## config.mk

```make
export PLATFORM = sky130hd
export DESIGN_NAME = motor_pwm_out
export DESIGN_NICKNAME = d
export VERILOG_FILES = /design/src/rtl/motor_pwm_out.sv
export SDC_FILE = /design/constraint.sdc
export NUM_CORES = 1
export LEC_CHECK = 0
export BUFFER_PORTS_ARGS = -buffer_cell sky130_fd_sc_hd__buf_2
export CAP_MARGIN = 20
export CORE_ASPECT_RATIO = 1.4
export CORE_MARGIN = 3
export CORE_UTILIZATION = 35
export DETAILED_ROUTE_END_ITERATION = 8
export PLACE_DENSITY = 0.5
export SETUP_SLACK_MARGIN = 0.05
export SYNTH_ARGS = -nofsm -noshare
export SYNTH_HDL_FRONTEND = slang
export SYNTH_SLANG_ARGS = --single-unit
```

## constraint.sdc

```tcl
create_clock -name clk -period 1.8 [get_ports clk]
set_input_delay 0.09 -clock clk [delete_from_list [all_inputs] [get_ports clk]]
set_output_delay 0.09 -clock clk [all_outputs]
set_load 0.01 [all_outputs]
```

## src/rtl/motor_pwm_out.sv

```systemverilog
// motor_pwm_out: sign-magnitude H-bridge PWM driver fed by the spline filter.
// Optional magnitude slew limiting is enabled with `define MOTOR_PWM_SLEW_EN.
//
// Ports:
//   clk, rst          clock, synchronous active-high reset
//   en                run enable (0 forces IDLE, keeps pending sample and dir)
//   din, din_valid    signed duty sample and its valid strobe
//   din_ready         pending slot empty; accept = din_valid && din_ready
//   pwm_out           registered gate drive, high cnt < active_mag (1 cycle lag)
//   dir_out           registered direction, 0 = forward, 1 = reverse
//   period_start      high on the cnt == 0 cycle of every running period
//   sat               sticky, set when the most negative sample was clamped
module motor_pwm_out #(
    parameter int DIN_W     = 14,
    parameter int DEAD_CYC  = 16,
    parameter int SLEW_STEP = 64
) (
    input  logic             clk,
    input  logic             rst,
    input  logic             en,
    input  logic [DIN_W-1:0] din,
    input  logic             din_valid,
    output logic             din_ready,
    output logic             pwm_out,
    output logic             dir_out,
    output logic             period_start,
    output logic             sat
);

    localparam int MW = DIN_W - 1;
    localparam logic [MW-1:0] MAX_CNT   = {{(MW-1){1'b1}}, 1'b0};
    localparam logic [MW-1:0] FULL_MAG  = {MW{1'b1}};
    localparam logic [MW-1:0] DEAD_LAST = MW'(DEAD_CYC - 1);

    if (DEAD_CYC < 1 || DEAD_CYC >= (2 ** MW) - 1 || SLEW_STEP < 1)
    begin : g_bad_param
        $error("motor_pwm_out: DEAD_CYC or SLEW_STEP out of range");
    end

    typedef enum logic [1:0] {IDLE, RUN, DEAD1, DEAD2} state_t;

    state_t        state, state_n;
    logic [MW-1:0] cnt, cnt_n;
    logic [MW-1:0] active_mag, mag_n;
    logic [MW-1:0] dead_cnt, dead_n;
    logic [MW-1:0] pend_mag, din_mag;
    logic          pend_valid, pend_sign;
    logic          tgt_sign, tsign_n;
    logic          dir_n, pwm_n, ps_n;
    logic          accept, din_min, load, take;
    logic          reverse, go_dead;

`ifdef MOTOR_PWM_SLEW_EN
    localparam logic [MW-1:0] STEP = MW'(SLEW_STEP);
    logic [MW-1:0] tgt_mag, tmag_n, goal;
`endif

    assign din_ready = !pend_valid;
    assign accept    = din_valid && !pend_valid;
    assign din_min   = (din == {1'b1, {MW{1'b0}}});

    // the most negative code has no positive twin; clamp it to full scale
    always_comb begin
        din_mag = din[MW-1:0];
        if (din_min)
            din_mag = FULL_MAG;
        else if (din[DIN_W-1])
            din_mag = ~din[MW-1:0] + 1'b1;
    end

    // leaving IDLE behaves like a boundary so a queued sample is applied
    assign load = en && (state == IDLE || cnt == MAX_CNT);
    assign take = load && pend_valid;

    always_comb begin
        state_n = state;
        cnt_n   = cnt;
        mag_n   = active_mag;
        dead_n  = dead_cnt;
        tsign_n = tgt_sign;
        dir_n   = dir_out;
        reverse = 1'b0;
        go_dead = 1'b0;
`ifdef MOTOR_PWM_SLEW_EN
        tmag_n  = tgt_mag;
        goal    = '0;
        if (take) begin
            tmag_n  = pend_mag;
            tsign_n = pend_sign;
        end
        // ramp to zero first when the target points the other way
        reverse = (tmag_n != '0) && (tsign_n != dir_out);
        goal    = reverse ? '0 : tmag_n;
        if (load) begin
            if (goal > active_mag)
                mag_n = (goal - active_mag > STEP) ?
                        active_mag + STEP : goal;
            else
                mag_n = (active_mag - goal > STEP) ?
                        active_mag - STEP : goal;
        end
        go_dead = reverse && (mag_n == '0);
`else
        if (take) begin
            mag_n   = pend_mag;
            tsign_n = pend_sign;
        end
        // a zero magnitude never flips the bridge
        reverse = (mag_n != '0) && (tsign_n != dir_out);
        go_dead = reverse;
`endif
        if (!en) begin
            state_n = IDLE;
            cnt_n   = '0;
            mag_n   = '0;
            dead_n  = '0;
`ifdef MOTOR_PWM_SLEW_EN
            tmag_n  = '0;
`endif
        end else begin
            cnt_n = (state == IDLE || cnt == MAX_CNT) ? '0 : cnt + 1'b1;
            unique case (state)
                IDLE, RUN: begin
                    if (load) begin
                        state_n = go_dead ? DEAD1 : RUN;
                        dead_n  = '0;
                    end
                end
                DEAD1: begin
                    if (dead_cnt == DEAD_LAST) begin
                        dead_n  = '0;
                        dir_n   = ~dir_out;
                        state_n = DEAD2;
                    end else begin
                        dead_n = dead_cnt + 1'b1;
                    end
                end
                DEAD2: begin
                    if (dead_cnt == DEAD_LAST) begin
                        dead_n  = '0;
                        state_n = go_dead ? DEAD1 : RUN;
                    end else begin
                        dead_n = dead_cnt + 1'b1;
                    end
                end
                default: state_n = IDLE;
            endcase
        end
        // gating on the next state keeps the gate low on the edge into dead time
        pwm_n = (state == RUN) && (state_n == RUN) && (cnt < active_mag);
        ps_n  = (state_n != IDLE) && (cnt_n == '0);
    end

    always_ff @(posedge clk) begin
        if (rst) begin
            state        <= IDLE;
            cnt          <= '0;
            active_mag   <= '0;
            dead_cnt     <= '0;
            tgt_sign     <= 1'b0;
            dir_out      <= 1'b0;
            pwm_out      <= 1'b0;
            period_start <= 1'b0;
            sat          <= 1'b0;
            pend_valid   <= 1'b0;
            pend_mag     <= '0;
            pend_sign    <= 1'b0;
        end else begin
            state        <= state_n;
            cnt          <= cnt_n;
            active_mag   <= mag_n;
            dead_cnt     <= dead_n;
            tgt_sign     <= tsign_n;
            dir_out      <= dir_n;
            pwm_out      <= pwm_n;
            period_start <= ps_n;
            sat          <= sat | (accept & din_min);
            if (accept) begin
                pend_valid <= 1'b1;
                pend_mag   <= din_mag;
                pend_sign  <= din[DIN_W-1];
            end else if (take) begin
                pend_valid <= 1'b0;
            end
        end
    end

`ifdef MOTOR_PWM_SLEW_EN
    always_ff @(posedge clk) begin
        if (rst)
            tgt_mag <= '0;
        else
            tgt_mag <= tmag_n;
    end
`endif

endmodule
```

## Word-level counts from Yosys, hierarchy flattened

Index checks and enable logic that the tools add are counted.

- Register bits: 61

- Add/subtract/negate cells: 3
- Mux-type cells: 17
- Equality and inequality tests: 9
- Reductions and logical operators: 18
- Bitwise gates (word level): 5
- Magnitude comparators: 1

Operators with widths:

| kind | count |
|---|---|
| $mux W13 | 7 |
| $add A13 B1 Y13 const B | 3 |
| $pmux W13 S2 | 1 |
| $eq A14 B14 Y1 const B | 1 |
| $eq A13 B13 Y1 const B | 1 |
| $eq A13 B4 Y1 const B | 1 |
| $logic_not A13 Y1 | 1 |
| $lt A13 B13 Y1 | 1 |
| $not A13 Y13 | 1 |
| $reduce_bool A13 Y1 | 1 |
| $mux W2 | 5 |
| $logic_and A1 B1 Y1 | 7 |
| $pmux W2 S3 | 1 |
| $reduce_or A2 Y1 | 3 |
| $eq A2 B1 Y1 const B | 2 |
| $eq A2 B2 Y1 const B | 2 |
| $reduce_bool A2 Y1 | 2 |
| $mux W1 | 3 |
| $reduce_and A3 Y1 | 1 |
| $logic_not A2 Y1 | 1 |
| $ne A2 B2 Y1 const B | 1 |
| $not A1 Y1 | 2 |
| $and A1 B1 Y1 | 1 |
| $logic_not A1 Y1 | 1 |
| 3 further kinds | 3 |

## Logic depth before layout (Yosys ltp)

Gate-level depths: netlist of the first run.

- Word-level depth: 14
- Gate-level depth with buffers: 9
- Mapped depth without buffers: 7

## Worst setup path after synthesis of the first run

No wires, ideal clock.

- Path type: reg-to-reg
- Start point: reg cnt[3]
- End point: reg tgt_sign
- Library setup time: 128 ps
- Clock period less this slack: 1990 ps
- Data required time: 1672 ps
- Slack: -190 ps
- Cell stages (with the launch flop): 8
- Arrival time: 1862 ps
- Buffers on the path: 2
- Path through: dfxtp_1 nand4_2 or4_4 buf_6 a21oi_4 buf_12 mux2i_1 nor2_1

- Word-level cells in the longest chain between the ends: 5

Ends and longest elaborated chain:

| what | RTL line | text |
|---|---|---|
| from (decl) | 43 | `logic [MW-1:0] cnt, cnt_n;` |
| from (signal assigned) | 170 | `cnt <= cnt_n;` |
| $eq A13 B13 Y1 | 72 | `assign load = en && (state == IDLE \|\| cnt == MAX_CNT);` |
| $logic_or A1 B1 Y1 | 72 |  |
| $logic_and A1 B1 Y1 | 72 |  |
| $logic_and A1 B1 Y1 | 73 | `assign take = load && pend_valid;` |
| $mux W1 | 104 | `if (take) begin` |
| to (signal assigned) | 173 | `tgt_sign <= tsign_n;` |
| to (decl) | 48 | `logic tgt_sign, tsign_n;` |

Every way passes these cells.
A chain may end at the register's enable or synchronous reset.

## Worst setup path in the final report of the first run

- Start point: reg cnt[4]
- End point: reg active_mag[4]

- Word-level cells in the longest chain between the ends: 5

Ends and longest elaborated chain:

| what | RTL line | text |
|---|---|---|
| $eq A13 B13 Y1 | 72 |  |
| $logic_or A1 B1 Y1 | 72 |  |
| $logic_and A1 B1 Y1 | 72 |  |
| $logic_and A1 B1 Y1 | 73 |  |
| $mux W13 | 104 |  |
| to (signal assigned) | 171 | `active_mag <= mag_n;` |
| to (decl) | 44 | `logic [MW-1:0] active_mag, mag_n;` |

Every way passes these cells.

==> results of run 1 <==
==> per-stage QoR <==
| step | instance area, sq um | utilization (%) | power (mW) | TNS, ns |
|---|---|---|---|---|
| after floorplan | 3340 | - | 1.59 | -0.858 |
| after global placement | 3790 | 41.8 | 1.69 | -0.207 |
| after detailed placement | 3790 | 41.8 | 1.69 | -0.714 |
| after CTS | 4090 | 45.1 | 3.35 | 0 |
| after global routing | 4180 | 46.0 | 3.44 | -0.472 |
| final | 4180 | 46.0 | 3.30 | 0 |
==> logic make-up after synthesis <==
logic type	share of synthesized area, %
AOI/OAI and AO/OA	17.6
xor gates and xnor gates	6.93
adders and majority gates	6.09
buffers and inverters	5.18
DFF	37.2
muxes	4.87
and+or+nand+nor	22.2
==> registers in the layout, indices dropped and copies added, names as in the netlist <==
signal        count
pend_mag         13
cnt              13
active_mag       13
period_start      1
pwm_out           1
tgt_sign          1
pend_valid        1
pend_sign         1
state             2
sat               1
dir_out           1
dead_cnt         13
==> cell type report <==
cell class | instances | area [sq um]
tap | 107 | 134
multi-input combinational | 292 | 1970
fill | 920 | 4900
sequential | 61 | 1250
clock inverter | 5 | 33.8
inverter | 19 | 71.3
clock buffer | 10 | 250
timing repair buffer | 65 | 460
==> how the worst max path moves through the flow <==
| stage | slack [ns] | start | endpoint |
|---|---|---|---|
| after floorplan | -0.09 | cnt[0]$_SDFF_PP0_ | tgt_sign$_SDFF_PP0_ |
| after global placement | -0.05 | din[6] | pend_mag[0]$_SDFFE_PP0P_ |
| after detailed placement | -0.09 | din[6] | pend_mag[0]$_SDFFE_PP0P_ |
| after CTS | 0.03 | cnt[4]$_SDFF_PP0_ | active_mag[8]$_SDFF_PP0_ |
| after global routing | -0.06 | cnt[0]$_SDFF_PP0_ | active_mag[4]$_SDFF_PP0_ |
| final | 0.05 | cnt[4]$_SDFF_PP0_ | active_mag[4]$_SDFF_PP0_ |
==> layer usage <==
layer  part of all wire [%]  global-route usage (%)
met1                     45                    19.4
met2                     49                    27.2
met3                    3.8                    4.64
met4                    2.6                    7.58
met5                      0                       0
==> placed cells by master, fill, tap and decap left out, types with 3 or more instances in the layout <==
cell type   count
a21o_1          4
dfxtp_1        50
a31oi_1         8
nor4_1          4
a21oi_1        18
nand3_1         9
mux2i_1        16
xor2_1         17
ha_1           14
nor2b_1         5
a211oi_1       12
nor3_1         12
clkbuf_16      10
nand2b_1        5
nor2_1         61
or3_1           3
o21ai_0         6
buf_4          38
inv_1          18
a311oi_1        5
dfxtp_2         4
clkinvlp_4      3
buf_6           4
o21a_1          3
nand2_1        26
nand4_1         7
buf_2          22
xnor2_1         9
nor4_2          3
dfxtp_4         7
==> power breakdown <==
part	internal (mW)	total [mW]	switching (mW)
clock	1.00	1.64	0.633
sequential	1.38	1.41	0.0296
combinational	0.111	0.254	0.143
==> worst min-delay path, delay by kind of cell <==
family                 cells  cell delay (ns)
buffers and inverters      1             0.11
and+or+nand+nor            2             0.12
==> what timing repair did <==
action / in CTS / in global routing
cloned: 0 / 0
gates resized for setup: 4 / 17
setup endpoints to repair: 19 / 31
buffers inserted: 1 / 3
pin swaps: 1 / 5
==> flow_summary_export.csv, run 1 <==
group,metric,value,unit
status,status,"finished clean",
placed_design,post-dp-hpwl,6060,microns
sta,worst_hold_slack,0.0358,ns
cts,clk_pin_slew,0.05,ns
cts,cts_sinks,61,
global_routing,grt_max_degree,20,
synthesis,synth_cells,390,
cts,cts-root-buf,"clkbuf_16",
global_routing,grt_pass1_vias,2872,
routing,drc,0,
cts,cts_hold_repair.buffers,0,
floorplanning,core,9080,sq um
synthesis,synth.largest_area_cell,"dfxtp_1",
setup_path,path_buf_inv,1,
setup_path,cp_data_arrival_time,1.98,ns
sta,min_period,1.75,ns
worst_hold_path,min_from,"din_valid",
routing,vias,2915,
setup_path,r2r-start,"cnt[4]$_SDFF_PP0_",
power_and_ir_drop,vdd_ir_drop_max,0.465,mV
synthesis,syn-num-nets,424,
setup_path,cp_cell_sequence,"nand4_4 > or4_4 > a21oi_4 > buf_12 > mux2i_1 > nor2_1",
sta,finalCritPeriodShare,97.5,%
sta,tightest_slew,0.751,ns
placed_design,io_buffers,22,
setup_path,timing.rr.end,"active_mag[4]$_SDFF_PP0_",
global_routing,grt_pass1_wl,13500,microns
setup_path,path_max_fanout,13,
worst_hold_path,min_to,"pend_valid$_SDFFE_PP0P_",
placed_design,post-place-cells,540,
synthesis,post-synth-top-count-cell,"nor2_1",
cts,cts_tree,"yes",
setup_path,critPathRequiredTime,2.03,ns
setup_path,reg2reg_slack,0.05,ns
floorplanning,die-area,10600,sq um
setup_path,reg2reg_depth,6,
synthesis,ys_async_sr_fraction,0,%
synthesis,synth_seq_cells,61,
final_layout,instances_no_fill,559,
routing,wl,8030,microns
synthesis,synth_commonest_cells,"63 x nor2_1, 61 x dfxtp_1, 27 x nand2_1",
job,maxCapViolCount,0,
sta,fin_ws,0.0454,ns
final_layout,syn_to_final_growth,27.1,%
global_routing,overflow,0,
final_layout,drive_gt1_share,25.2,%
routing,dr.first_iter.drc_count,82,
floorplanning,die_y,121,microns
routing,vias_per_cell,5.21,
setup_path,slowest_delay,0.55,ns
placed_design,pre_cts_ws,-0.0950,ns
synthesis,post_synth.cell_area_avg,8.42,sq um
sta,fmax,0.570,GHz
cts,clock_latency,0.34,ns
setup_path,crit_path_top_delay_cell,"or4_4",
setup_path,critical_path_cell_count,6,
synthesis,synth-warning-count,0,
synthesis,synth_cell_types,55,
sta,maxSlewHeadroom,49.7,%
floorplanning,rows,41,
sta,rsz0062_at_grt,"yes",
global_routing,antenna_found_initial,0,
global_routing,grt_usage,16.4,%
synthesis,synth_top_area_share,37.2,%
setup_path,cp-end-kind,"flop",
power_and_ir_drop,power.density,789,nW/um^2
power_and_ir_drop,p_leak,1.63,nW
synthesis,ys_seq_area_share,37.2,%
setup_path,cp_top_family,"simple AND/OR/NAND/NOR gates",
routing,ant_nets,0,
sta,finalSetupViolCount,0,
worst_hold_path,worstHoldPathCells,3,
synthesis,synth_area_leaders,"dfxtp_1 37%, nor2_1 7.2%, ha_1 6.1%, mux2i_1 4.9%, xor2_1 4.5%",
sta,fin_skew,0.00640,ns
floorplanning,die_w,87.9,microns
sta,slew_viol_final,0,
sta,hold_viol_final,0,
floorplanning,start_util,36.2,%
routing,dr.pass1.iters,4,
setup_path,criticalPathCategory,"reg -> reg",
floorplanning,pin_count,23,
routing,post_drt_wl_per_cell,14.4,microns
worst_hold_path,hold_path_class,"in -> reg",
final_layout,n_antenna_cell,0,
synthesis,synthFlopType,"dfxtp_1",
synthesis,netlist_area,3290,sq um
synthesis,synth_edf_count,0,
final_layout,nets,482,
cts,htreeDepth,3,
cts,numCtsBuffers,9,
cts,clock_path_buffers,2,
placed_design,place_congestion,0.820,
setup_path,startpoint_type,"flop",
No activity file was read; power rests on OpenSTA's default activity.
==> run 2: changes to the inputs <==
==> constraint.sdc (replaced) <==
create_clock -name clk -period 1.8 [get_ports clk]
set_input_delay 0.36 -clock clk [delete_from_list [all_inputs] [get_ports clk]]
set_output_delay 0.36 -clock clk [all_outputs]
set_load 0.02 [all_outputs]
==> run 2 against run 1 <==
  * The run now ends with negative setup slack left
  * Largest power group unchanged
  * Flip-flop and latch count is the same
  * Global-route usage rose by 0.12 points
  * Clock power rose by 8%
  * Non-clock buffer count is 11 higher
  * Wire length rose by 4.1%
  * Via count rose by 4.4%
  * Maximum frequency fell by 3.1%
  * Critical endpoint is now active_mag[3]$_SDFF_PP0_
  * Die area unchanged
==> flow_summary_export.csv, run 2 (synthesis gave the netlist of run 1 again) <==
group,metric,value,unit
status,status,"finished, violations left",
cts,cts-root-buf,"clkbuf_16",
global_routing,use_met2,27.3,%
sta,min_period,1.81,ns
sta,finalSetupViolCount,8,
sta,tightest_slew,0.399,ns
worst_hold_path,worstHoldPathCells,3,
cts,cts_tree,"yes",
routing,vias_per_cell,5.33,
job,maxCapViolCount,0,
cts,clk_pin_slew,0.06,ns
worst_hold_path,min_to,"pend_valid$_SDFFE_PP0P_",
sta,fin_ws,-0.00985,ns
global_routing,use_met1,20.0,%
floorplanning,core,9080,sq um
placed_design,post-dp-hpwl,6140,microns
power_and_ir_drop,vdd_ir_drop_max,0.483,mV
sta,fin_skew,0.00701,ns
global_routing,overflow,0,
placed_design,pre_cts_ws,-0.244,ns
final_layout,n_antenna_cell,0,
routing,dr.first_iter.drc_count,73,
sta,slew_viol_final,0,
sta,fmax,0.553,GHz
routing,drc,0,
setup_path,cp_data_arrival_time,2.04,ns
power_and_ir_drop,p_total,3.46,mW
status,violations,"negative setup slack",
global_routing,grt_max_degree,20,
setup_path,criticalPathCategory,"reg -> reg",
global_routing,grt_pass1_vias,2874,
global_routing,grt_usage,16.6,%
setup_path,crit_path_top_delay_cell,"or4_4",
power_and_ir_drop,power.density,791,nW/um^2
floorplanning,die_w,87.9,microns
setup_path,reg2reg_depth,8,
final_layout,multi_input_area,2050,sq um
routing,wl,8360,microns
power_and_ir_drop,p_leak,1.74,nW
worst_hold_path,hold_path_class,"in -> reg",
global_routing,antenna_found_initial,0,
floorplanning,pin_count,23,
final_layout,instances_no_fill,571,
sta,hold_viol_final,0,
setup_path,r2r-start,"cnt[0]$_SDFF_PP0_",
cts,cts_hold_repair.buffers,0,
routing,dr.pass1.iters,4,
sta,finalCritPeriodShare,101,%
setup_path,path_buf_inv,2,
floorplanning,rows,41,
cts,htreeDepth,3,
setup_path,worstSetupStartpoint,"cnt[0]$_SDFF_PP0_",
final_layout,register_area,1250,sq um
placed_design,io_buffers,22,
placed_design,place_congestion,0.766,
setup_path,timing.rr.end,"active_mag[3]$_SDFF_PP0_",
cts,cts_sinks,61,
setup_path,startpoint_type,"flop",
placed_design,post-place-cells,543,
floorplanning,die-area,10600,sq um
floorplanning,start_util,36.2,%
setup_path,cp_top_family,"simple AND/OR/NAND/NOR gates",
sta,finalSetupTns,-0.0329,ns
floorplanning,die_y,121,microns
setup_path,path_max_fanout,8,
global_routing,grt_pass1_wl,13600,microns
setup_path,cp-end-kind,"flop",
cts,clock_latency,0.34,ns
setup_path,slowest_delay,0.46,ns
routing,vias,3043,
sta,maxSlewHeadroom,73.3,%
routing,post_drt_wl_per_cell,14.6,microns
final_layout,fillers,870,
cts,numCtsBuffers,9,
final_layout,syn_to_final_growth,33.3,%
setup_path,critPathRequiredTime,2.03,ns
final_layout,nets,493,
global_routing,use_met3,3.00,%
final_layout,final_cell_mix,"61 x nor2_1, 50 x dfxtp_1, 48 x buf_4, 26 x nand2_1, 22 x buf_2",
final_layout,drive_gt1_share,29.5,%
sta,rsz0062_at_grt,"yes",
setup_path,reg2reg_slack,-0.01,ns
final_layout,final_common_cell,"nor2_1",
cts,clock_path_buffers,2,
worst_hold_path,min_from,"din_valid",
setup_path,cp_cell_sequence,"inv_2 > ha_4 > nand3_2 > or4_4 > a21oi_4 > buf_12 > mux2i_2 > nor2_1",
global_routing,busiest_layer,"met2",
routing,ant_nets,0,
[run 2: timing repair]
action,in CTS,in global routing
pin swaps,2,9
endpoints found under the setup margin,18,46
gates resized for setup,10,23
buffers inserted,5,6
gates cloned,1,0
[run 2: metal layers]
layer / share of wire [%] / vias to the layer above
met5: 0 / -
met4: 3.0 / 0
met3: 3.2 / 18
met2: 49 / 61
met1: 45 / 1426
li1: - / 1538
[run 2: worst register-to-register path: cells and delay by family (launching register included)]
family          cells  cell delay (ns)
simple gates        3             0.56
buf+inv             2             0.24
fa+ha+maj           1             0.12
mux                 1             0.20
flops               1             0.32
compound gates      1             0.27
[run 2: layout make-up]
cell class,count,area share [%]
multi-input cells,292,46.8
flip-flops and latches,61,28.6
repair buffers,76,12.9
clock buffers,10,5.46
well taps,107,3.06
inverters,19,1.63
clock inverters,6,1.60
[run 2: worst max-delay path by stage]
stage | slack [ns] | depth (start not counted) | to
floorplan | -0.09 | 9 | tgt_sign$_SDFF_PP0_
finish | -0.01 | 8 | active_mag[3]$_SDFF_PP0_
CTS | -0.03 | 8 | active_mag[6]$_SDFF_PP0_
global route | -0.09 | 8 | active_mag[11]$_SDFF_PP0_
detailed placement | -0.24 | 6 | pend_mag[8]$_SDFFE_PP0P_
global placement | -0.18 | 6 | pend_mag[3]$_SDFFE_PP0P_
[run 2: through the flow]
step                instance area, sq um  utilization [%]  hold WS [ns]
finish                              4380             48.2         0.316
global route                        4380             48.2         0.363
CTS                                 4240             46.7         0.301
detailed placement                  3840             42.3         0.467
global placement                    3840             42.3         0.466
floorplan                           3370                -         0.437
[run 2: power by group]
part	leakage (nW)	total (mW)	internal, mW	switching, mW
logic	1.08	0.288	0.131	0.157
clock network	0.153	1.77	1.12	0.651
registers	0.503	1.41	1.38	0.0317
